==> src/rtl/cdb_arbiter_if.sv <==
// ============================================================================
// Module   : cdb_arbiter_if
// Brief    : Producer-push and CDB-broadcast signal bundle for cdb_arbiter.
// Revision : 1.0 - initial release
// ============================================================================
`default_nettype none

interface cdb_arbiter_if #(
  parameter int ADDR_WIDTH = 32,
  parameter int RoB_WIDTH  = 8
);
  logic                  RSCDB_en;
  logic [RoB_WIDTH-1:0]  RSCDB_RoB_index;
  logic [31:0]           RSCDB_value;
  logic [ADDR_WIDTH-1:0] RSCDB_next_pc;
  logic                  CDBRS_full;

  logic                  LSBCDB_en;
  logic [RoB_WIDTH-1:0]  LSBCDB_RoB_index;
  logic [31:0]           LSBCDB_value;
  logic                  CDBLSB_full;

  logic                  CDB_en;
  logic [RoB_WIDTH-1:0]  CDB_RoB_index;
  logic [31:0]           CDB_value;
  logic [ADDR_WIDTH-1:0] CDB_next_pc;
  logic                  CDB_src;

  // Producer/consumer side of the bus.
  modport master (
    output RSCDB_en, RSCDB_RoB_index, RSCDB_value, RSCDB_next_pc,
    output LSBCDB_en, LSBCDB_RoB_index, LSBCDB_value,
    input  CDBRS_full, CDBLSB_full,
    input  CDB_en, CDB_RoB_index, CDB_value, CDB_next_pc, CDB_src
  );

  // Arbiter side of the bus.
  modport slave (
    input  RSCDB_en, RSCDB_RoB_index, RSCDB_value, RSCDB_next_pc,
    input  LSBCDB_en, LSBCDB_RoB_index, LSBCDB_value,
    output CDBRS_full, CDBLSB_full,
    output CDB_en, CDB_RoB_index, CDB_value, CDB_next_pc, CDB_src
  );
endinterface

`default_nettype wire

==> src/rtl/cdb_arbiter.sv <==
// ============================================================================
// Module   : cdb_arbiter
// Brief    : Round-robin common data bus arbiter between the RS (ALU) and the
//            LSB result FIFOs, with registered broadcast and mispredict flush.
//            Optional macro CDB_BYPASS_EN: a push into an empty FIFO that wins
//            arbitration goes straight to the CDB registers (latency 1).
// Revision : 1.0 - initial release
// ============================================================================
`default_nettype none

module cdb_arbiter #(
  parameter int ADDR_WIDTH = 32,
  parameter int RoB_WIDTH  = 8,
  parameter int FIFO_WIDTH = 2
) (
  input  wire logic     Sys_clk,
  input  wire logic     Sys_rst,
  input  wire logic     Sys_rdy,
  input  wire logic     RoBCDB_pre_judge,
  cdb_arbiter_if.slave  bus
);

  localparam int c_FIFO_SIZE = 1 << FIFO_WIDTH;
  localparam int c_CNT_W     = FIFO_WIDTH + 1;
  localparam logic c_SRC_RS  = 1'b0;
  localparam logic c_SRC_LSB = 1'b1;

  // Per-producer FIFO storage
  logic [RoB_WIDTH-1:0]  r_rs_idx [c_FIFO_SIZE];
  logic [31:0]           r_rs_val [c_FIFO_SIZE];
  logic [ADDR_WIDTH-1:0] r_rs_npc [c_FIFO_SIZE];
  logic [RoB_WIDTH-1:0]  r_lsb_idx [c_FIFO_SIZE];
  logic [31:0]           r_lsb_val [c_FIFO_SIZE];

  logic [FIFO_WIDTH-1:0] r_rs_head, r_rs_tail;
  logic [FIFO_WIDTH-1:0] r_lsb_head, r_lsb_tail;
  logic [c_CNT_W-1:0]    r_rs_cnt, r_lsb_cnt;
  logic                  r_last_grant;

  logic                  r_cdb_en;
  logic [RoB_WIDTH-1:0]  r_cdb_idx;
  logic [31:0]           r_cdb_val;
  logic [ADDR_WIDTH-1:0] r_cdb_npc;
  logic                  r_cdb_src;

  logic w_rs_full, w_lsb_full;
  logic w_rs_ne, w_lsb_ne;
  logic w_rs_push_ok, w_lsb_push_ok;
  logic w_rs_cand, w_lsb_cand;
  logic w_grant_valid, w_grant_side;
  logic w_rs_pop, w_lsb_pop;
  logic w_rs_bypass, w_lsb_bypass;
  logic w_rs_wr, w_lsb_wr;
  logic w_clear, w_run;

  logic [RoB_WIDTH-1:0]  w_cdb_idx;
  logic [31:0]           w_cdb_val;
  logic [ADDR_WIDTH-1:0] w_cdb_npc;

  assign w_rs_full     = (r_rs_cnt  == c_CNT_W'(c_FIFO_SIZE));
  assign w_lsb_full    = (r_lsb_cnt == c_CNT_W'(c_FIFO_SIZE));
  assign w_rs_ne       = (r_rs_cnt  != '0);
  assign w_lsb_ne      = (r_lsb_cnt != '0);
  assign w_rs_push_ok  = bus.RSCDB_en  && !w_rs_full;
  assign w_lsb_push_ok = bus.LSBCDB_en && !w_lsb_full;

  assign w_clear = !Sys_rst || !RoBCDB_pre_judge;
  assign w_run   = !w_clear && Sys_rdy;

`ifdef CDB_BYPASS_EN
  // A live push competes as if it already sat at the head of its FIFO.
  assign w_rs_cand  = w_rs_ne  || w_rs_push_ok;
  assign w_lsb_cand = w_lsb_ne || w_lsb_push_ok;
`else
  assign w_rs_cand  = w_rs_ne;
  assign w_lsb_cand = w_lsb_ne;
`endif

  always_comb begin
    w_grant_valid = w_rs_cand || w_lsb_cand;
    w_grant_side  = c_SRC_RS;
    if (w_rs_cand && w_lsb_cand) begin
      w_grant_side = ~r_last_grant;
    end else if (w_lsb_cand) begin
      w_grant_side = c_SRC_LSB;
    end
  end

  // Bypass only arises when the winning side has nothing queued.
  assign w_rs_pop     = w_grant_valid && (w_grant_side == c_SRC_RS)  &&  w_rs_ne;
  assign w_lsb_pop    = w_grant_valid && (w_grant_side == c_SRC_LSB) &&  w_lsb_ne;
  assign w_rs_bypass  = w_grant_valid && (w_grant_side == c_SRC_RS)  && !w_rs_ne;
  assign w_lsb_bypass = w_grant_valid && (w_grant_side == c_SRC_LSB) && !w_lsb_ne;
  assign w_rs_wr      = w_rs_push_ok  && !w_rs_bypass;
  assign w_lsb_wr     = w_lsb_push_ok && !w_lsb_bypass;

  always_comb begin
    w_cdb_idx = '0;
    w_cdb_val = '0;
    w_cdb_npc = '0;
    if (w_grant_side == c_SRC_RS) begin
      if (w_rs_ne) begin
        w_cdb_idx = r_rs_idx[r_rs_head];
        w_cdb_val = r_rs_val[r_rs_head];
        w_cdb_npc = r_rs_npc[r_rs_head];
      end else begin
        w_cdb_idx = bus.RSCDB_RoB_index;
        w_cdb_val = bus.RSCDB_value;
        w_cdb_npc = bus.RSCDB_next_pc;
      end
    end else begin
      if (w_lsb_ne) begin
        w_cdb_idx = r_lsb_idx[r_lsb_head];
        w_cdb_val = r_lsb_val[r_lsb_head];
      end else begin
        w_cdb_idx = bus.LSBCDB_RoB_index;
        w_cdb_val = bus.LSBCDB_value;
      end
    end
  end

  // Entry storage carries no reset; validity is tracked by the counters.
  always_ff @(posedge Sys_clk) begin
    if (w_run && w_rs_wr) begin
      r_rs_idx[r_rs_tail] <= bus.RSCDB_RoB_index;
      r_rs_val[r_rs_tail] <= bus.RSCDB_value;
      r_rs_npc[r_rs_tail] <= bus.RSCDB_next_pc;
    end
    if (w_run && w_lsb_wr) begin
      r_lsb_idx[r_lsb_tail] <= bus.LSBCDB_RoB_index;
      r_lsb_val[r_lsb_tail] <= bus.LSBCDB_value;
    end
  end

  always_ff @(posedge Sys_clk) begin
    if (w_clear) begin
      r_rs_head    <= '0;
      r_rs_tail    <= '0;
      r_rs_cnt     <= '0;
      r_lsb_head   <= '0;
      r_lsb_tail   <= '0;
      r_lsb_cnt    <= '0;
      r_last_grant <= c_SRC_LSB;
      r_cdb_en     <= 1'b0;
      r_cdb_idx    <= '0;
      r_cdb_val    <= '0;
      r_cdb_npc    <= '0;
      r_cdb_src    <= 1'b0;
    end else if (Sys_rdy) begin
      if (w_rs_wr)   r_rs_tail  <= r_rs_tail + 1'b1;
      if (w_rs_pop)  r_rs_head  <= r_rs_head + 1'b1;
      if (w_lsb_wr)  r_lsb_tail <= r_lsb_tail + 1'b1;
      if (w_lsb_pop) r_lsb_head <= r_lsb_head + 1'b1;
      r_rs_cnt  <= r_rs_cnt  + c_CNT_W'(w_rs_wr)  - c_CNT_W'(w_rs_pop);
      r_lsb_cnt <= r_lsb_cnt + c_CNT_W'(w_lsb_wr) - c_CNT_W'(w_lsb_pop);
      if (w_grant_valid) begin
        r_cdb_en     <= 1'b1;
        r_cdb_idx    <= w_cdb_idx;
        r_cdb_val    <= w_cdb_val;
        r_cdb_npc    <= w_cdb_npc;
        r_cdb_src    <= w_grant_side;
        r_last_grant <= w_grant_side;
      end else begin
        r_cdb_en <= 1'b0;
      end
    end else begin
      r_cdb_en <= 1'b0;
    end
  end

  assign bus.CDBRS_full    = w_rs_full;
  assign bus.CDBLSB_full   = w_lsb_full;
  assign bus.CDB_en        = r_cdb_en;
  assign bus.CDB_RoB_index = r_cdb_idx;
  assign bus.CDB_value     = r_cdb_val;
  assign bus.CDB_next_pc   = r_cdb_npc;
  assign bus.CDB_src       = r_cdb_src;

endmodule

`default_nettype wire

==> src/flat_wrapper.sv <==
// flat-port wrapper written by rule: the top's interface ports become plain ports
module cdb_arbiter_flat 
#(
  parameter int ADDR_WIDTH = 32,
  parameter int RoB_WIDTH  = 8,
  parameter int FIFO_WIDTH = 2
)
  (Sys_clk, Sys_rst, Sys_rdy, RoBCDB_pre_judge, bus_RSCDB_en, bus_RSCDB_RoB_index, bus_RSCDB_value, bus_RSCDB_next_pc, bus_LSBCDB_en, bus_LSBCDB_RoB_index, bus_LSBCDB_value, bus_CDBRS_full, bus_CDBLSB_full, bus_CDB_en, bus_CDB_RoB_index, bus_CDB_value, bus_CDB_next_pc, bus_CDB_src);
  cdb_arbiter_if #(.ADDR_WIDTH(ADDR_WIDTH), .RoB_WIDTH(RoB_WIDTH)) bus_i ();
  input  wire logic Sys_clk;
  input  wire logic Sys_rst;
  input  wire logic Sys_rdy;
  input  wire logic RoBCDB_pre_judge;
  input wire logic [$bits(bus_i.RSCDB_en)-1:0] bus_RSCDB_en;
  input wire logic [$bits(bus_i.RSCDB_RoB_index)-1:0] bus_RSCDB_RoB_index;
  input wire logic [$bits(bus_i.RSCDB_value)-1:0] bus_RSCDB_value;
  input wire logic [$bits(bus_i.RSCDB_next_pc)-1:0] bus_RSCDB_next_pc;
  input wire logic [$bits(bus_i.LSBCDB_en)-1:0] bus_LSBCDB_en;
  input wire logic [$bits(bus_i.LSBCDB_RoB_index)-1:0] bus_LSBCDB_RoB_index;
  input wire logic [$bits(bus_i.LSBCDB_value)-1:0] bus_LSBCDB_value;
  output wire logic [$bits(bus_i.CDBRS_full)-1:0] bus_CDBRS_full;
  output wire logic [$bits(bus_i.CDBLSB_full)-1:0] bus_CDBLSB_full;
  output wire logic [$bits(bus_i.CDB_en)-1:0] bus_CDB_en;
  output wire logic [$bits(bus_i.CDB_RoB_index)-1:0] bus_CDB_RoB_index;
  output wire logic [$bits(bus_i.CDB_value)-1:0] bus_CDB_value;
  output wire logic [$bits(bus_i.CDB_next_pc)-1:0] bus_CDB_next_pc;
  output wire logic [$bits(bus_i.CDB_src)-1:0] bus_CDB_src;
  assign bus_i.RSCDB_en = bus_RSCDB_en;
  assign bus_i.RSCDB_RoB_index = bus_RSCDB_RoB_index;
  assign bus_i.RSCDB_value = bus_RSCDB_value;
  assign bus_i.RSCDB_next_pc = bus_RSCDB_next_pc;
  assign bus_i.LSBCDB_en = bus_LSBCDB_en;
  assign bus_i.LSBCDB_RoB_index = bus_LSBCDB_RoB_index;
  assign bus_i.LSBCDB_value = bus_LSBCDB_value;
  assign bus_CDBRS_full = bus_i.CDBRS_full;
  assign bus_CDBLSB_full = bus_i.CDBLSB_full;
  assign bus_CDB_en = bus_i.CDB_en;
  assign bus_CDB_RoB_index = bus_i.CDB_RoB_index;
  assign bus_CDB_value = bus_i.CDB_value;
  assign bus_CDB_next_pc = bus_i.CDB_next_pc;
  assign bus_CDB_src = bus_i.CDB_src;
  cdb_arbiter #(.ADDR_WIDTH(ADDR_WIDTH), .RoB_WIDTH(RoB_WIDTH), .FIFO_WIDTH(FIFO_WIDTH)) u_core (.Sys_clk(Sys_clk), .Sys_rst(Sys_rst), .Sys_rdy(Sys_rdy), .RoBCDB_pre_judge(RoBCDB_pre_judge), .bus(bus_i));
endmodule
==> config.mk <==
export PLATFORM = sky130hd
export DESIGN_NAME = cdb_arbiter_flat
export DESIGN_NICKNAME = d
export VERILOG_FILES = /design/src/rtl/cdb_arbiter_if.sv /design/src/rtl/cdb_arbiter.sv /design/src/flat_wrapper.sv
export SDC_FILE = /design/constraint.sdc
export NUM_CORES = 1
export LEC_CHECK = 0
export ABC_CLOCK_PERIOD_IN_PS = 3700
export BUFFER_PORTS_ARGS = -buffer_cell sky130_fd_sc_hd__clkbuf_2
export CORE_ASPECT_RATIO = 0.7
export CORE_UTILIZATION = 59
export CTS_CLUSTER_SIZE = 25
export DETAILED_ROUTE_END_ITERATION = 10
export PLACE_DENSITY = 0.91
export SYNTH_ARGS = -nofsm -noshare
export SYNTH_HDL_FRONTEND = slang
export SYNTH_SLANG_ARGS = --single-unit
==> constraint.sdc <==
create_clock -name Sys_clk -period 3.7 [get_ports Sys_clk]
set_input_delay 0.37 -clock Sys_clk [delete_from_list [all_inputs] [get_ports Sys_clk]]
set_output_delay 0.37 -clock Sys_clk [all_outputs]
set_load 0.03 [all_outputs]
==> reports/qor.txt <==
Syn Nets: 1163
Vias: 10800
Leading area contributor after synthesis: edfxtp_1
Iter 0 DRT Violations: 1460
CP endpoint kind: flop
Clk buf depth: 3
Worst R2R Path Depth: 11
Post-synthesis mux area share: 12.9%
Slowest CP cell: or3_1
Cts repair resizes: 0
# nets final: 1367
FP Rows: 55
Number of H-tree levels: 2
Post-synth top area share: 67.5%
Num CTS Buffers: 48
Worst r2r dst: u_core.r_rs_cnt[2]
Cells after Synth: 1031
Combinational family with the most area after synthesis: multiplexers
Clock root buffer: clkbuf_16
GRT Util Overall: 26.8%
Setup TNS: 0 ns
Final period utilization: 72.0%
Final wirelength: 45.5 mm
Max-cap viol count: 0
Pwr Total: 12.4 mW
PwrDens: 540 nW/um^2
Sink Count: 541
Crit-path max FO: 7
DR WL/cell: 26.7 um
1st-pass router iterations: 6
Max incr delay on CP: 0.50 ns
Req. time, crit path: 4.11 ns
Simple-Gate Fraction of Synth Area: 2.41%
Hold_buf cts: 0
Die X: 222 um
Setup-violating endpoint count in the final report: 0
Die ar.: 34500 um^2
Count of nets left with antenna violations after detail routing: 0
Kind of critical path: reg2reg
Antenna violations before repair: 4
Die H: 156 um
Synth Area in XOR/XNOR: 0.396%
DRC: 0
Status: finished, final reports clean
Clock latency on the worst-skew pair: 0.56 ns
Setup crit start: u_core.r_rs_cnt[1]
Global route total overflow: 0
Initial core utilization: 60.8%
Area growth from synthesis to layout: 15.5%
Worst vdd ir: 330 uV
Worst hold path type: in2reg
Number of synthesized flops with an enable pin: 448
Asr flop ratio synth: 0%
R2r setup slk: 1.03 ns
Syn Area/Cell: 19.3 um^2
Port buffer count: 193
Post CTS Setup Buffer Count: 0
HPWL after DPL: 28.2 mm
Post-synthesis cell type count: 38
Vias in the first global route: 11100
Worst reg2reg startpoint: u_core.r_rs_cnt[1]
Fmax achieved: 375 MHz
Io pins: 194
Clock Pin Slew Worst Setup and Hold Paths: 0.07 ns
Global-route wire length before repair: 68.0 mm
Worst slew margin: 19.7%
Post-route minimum period: 2.67 ns
Static leakage: 7.67 nW
Synth area leaders: edfxtp_1, mux4_2, dfxtp_1, a21oi_1, o22ai_1
Core area: 32800 um^2
RePlAce Congestion: 0.855
Largest net degree at the start of global routing: 52
Layout cells sized above 1: 33.3%
Startpoint Class: flop
Vias per Instance: 6.36
Top_reg_cell synth: edfxtp_1
Cell Chain, Critical Path: or3_1 > o21ai_4 > inv_1 > ha_1 > inv_1 > ha_1 > fa_1 > xor2_1 > nor2_1 > xnor2_1 > nor2_1
CTS tree: yes
Adder-cell share of the synthesized area: 0.954%
Pins Over Slew Limit: 0
Yosys warnings: 0
Hold Vio Cnt, Final: 0
RSZ-0062 raised after global routing: false
Arr. time, crit path: 3.07 ns
Seq cells post-synth: 541
Crit path to: u_core.r_rs_cnt[2]
Clock Skews: 0.0218 ns
Cell Area, Synth: 19900 um^2
Compound-Gate Fraction of Synth Area: 4.71%
Sequential-to-total area share from yosys stat: 76.8%
Worst slew pin tran: 1.21 ns
==> cell usage after synthesis, types with 12 or more instances <==
library cell	count
edfxtp_1	448
clkbuf_1	35
a21oi_1	48
inv_1	18
o22ai_1	37
nand2_1	37
dfxtp_1	93
buf_2	20
nor2_1	20
ha_1	12
o21ai_1	40
nand3_1	24
mux4_2	112
o21ai_0	31
==> stage by stage <==
stage	utilization (%)	worst slack, ns	instances	hold WS [ns]	area, um^2
6_report	70.3	1.03	1703	0.0294	23000
5_1_grt	70.3	0.976	1702	0.0190	23000
4_1_cts	70.3	1.06	1700	0.00579	23000
3_5_place_dp	65.5	1.08	1612	0.444	21500
3_3_place_gp	65.5	1.17	1612	0.441	21500
2_1_floorplan	-	0.591	1031	0.469	19900
==> cell families after synthesis <==
kind of cell,Yosys count
flops,541
compound gates,168
mux,117
simple gates,102
buf+inv,80
fa+ha+maj,14
xor+xnor,9
==> metal layers <==
| metal | vias up | track usage [%] | wire length [um] |
|---|---|---|---|
| li1 | 4560 | - | - |
| met1 | 5556 | 37.6 | 17900 |
| met2 | 623 | 43.3 | 22300 |
| met3 | 88 | 5.54 | 4170 |
| met4 | 4 | 8.10 | 1180 |
| met5 | - | 0 | 27 |
==> cells in the final DEF, fill, tap and decap left out, drive strengths merged, types with 18 or more instances in the layout <==
cell type  count
mux4         112
o21ai         71
nand2         37
inv           18
nand3         24
dfxtp         93
clkbuf       265
nor2          20
o22ai         37
a21oi         48
buf           23
edfxtp       448
==> area by class of cell <==
class                      count  area (um^2)
tap                          427          534
multi-input combinational    410         4330
sequential                   541        15300
fill                        1930         9730
timing repair buffer         216         1200
antenna                        3         7.51
clock buffer                  72         1420
inverter                      18         67.6
clock inverter                16          135
==> worst min-delay path by stage <==
stage	start	to	slack, ns	cells after the start
2_1_floorplan	bus_LSBCDB_RoB_index[0]	u_core.r_lsb_idx[0][0]	0.47	0
3_3_place_gp	u_core.bus.CDB_next_pc[16]	u_core.bus.CDB_next_pc[16]	0.44	2
3_5_place_dp	u_core.bus.CDB_next_pc[16]	u_core.bus.CDB_next_pc[16]	0.44	2
4_1_cts	bus_RSCDB_next_pc[0]	u_core.r_rs_npc[0][0]	0.006	1
5_1_grt	bus_RSCDB_next_pc[0]	u_core.r_rs_npc[2][0]	0.02	1
6_report	bus_RSCDB_next_pc[0]	u_core.r_rs_npc[2][0]	0.03	1
==> sequential cells by signal (all words and copies together) (netlist names), named ones only <==
name	cells
u_core.bus.CDB_src	1
u_core.r_lsb_cnt	3
u_core.r_rs_npc	128
u_core.bus.CDB_en	1
u_core.r_rs_val	128
u_core.r_rs_idx	32
u_core.bus.CDB_value	32
u_core.r_lsb_val	128
u_core.bus.CDB_next_pc	32
u_core.r_rs_head	2
u_core.r_rs_cnt	3
u_core.r_lsb_idx	32
u_core.r_rs_tail	2
u_core.r_lsb_tail	2
u_core.r_last_grant	1
u_core.r_lsb_head	2
u_core.bus.CDB_RoB_index	8
==> worst max-delay path: cells and delay by family, from the launching register on <==
family,cells,cell delay (ns)
xor gates and xnor gates,2,0.28
buffers and inverters,2,0.13
DFF,1,0.40
AOI/OAI and AO/OA,1,0.11
and+or+nand+nor,3,0.68
adders and majority gates,3,0.90
==> where the power goes <==
part | switching [mW] | internal [mW] | leakage (nW) | total [mW]
logic | 0.517 | 0.256 | 2.11 | 0.773
clock network | 2.13 | 2.80 | 0.766 | 4.93
registers | 0.0600 | 6.66 | 4.79 | 6.72
(Power assumes the default switching activity.)
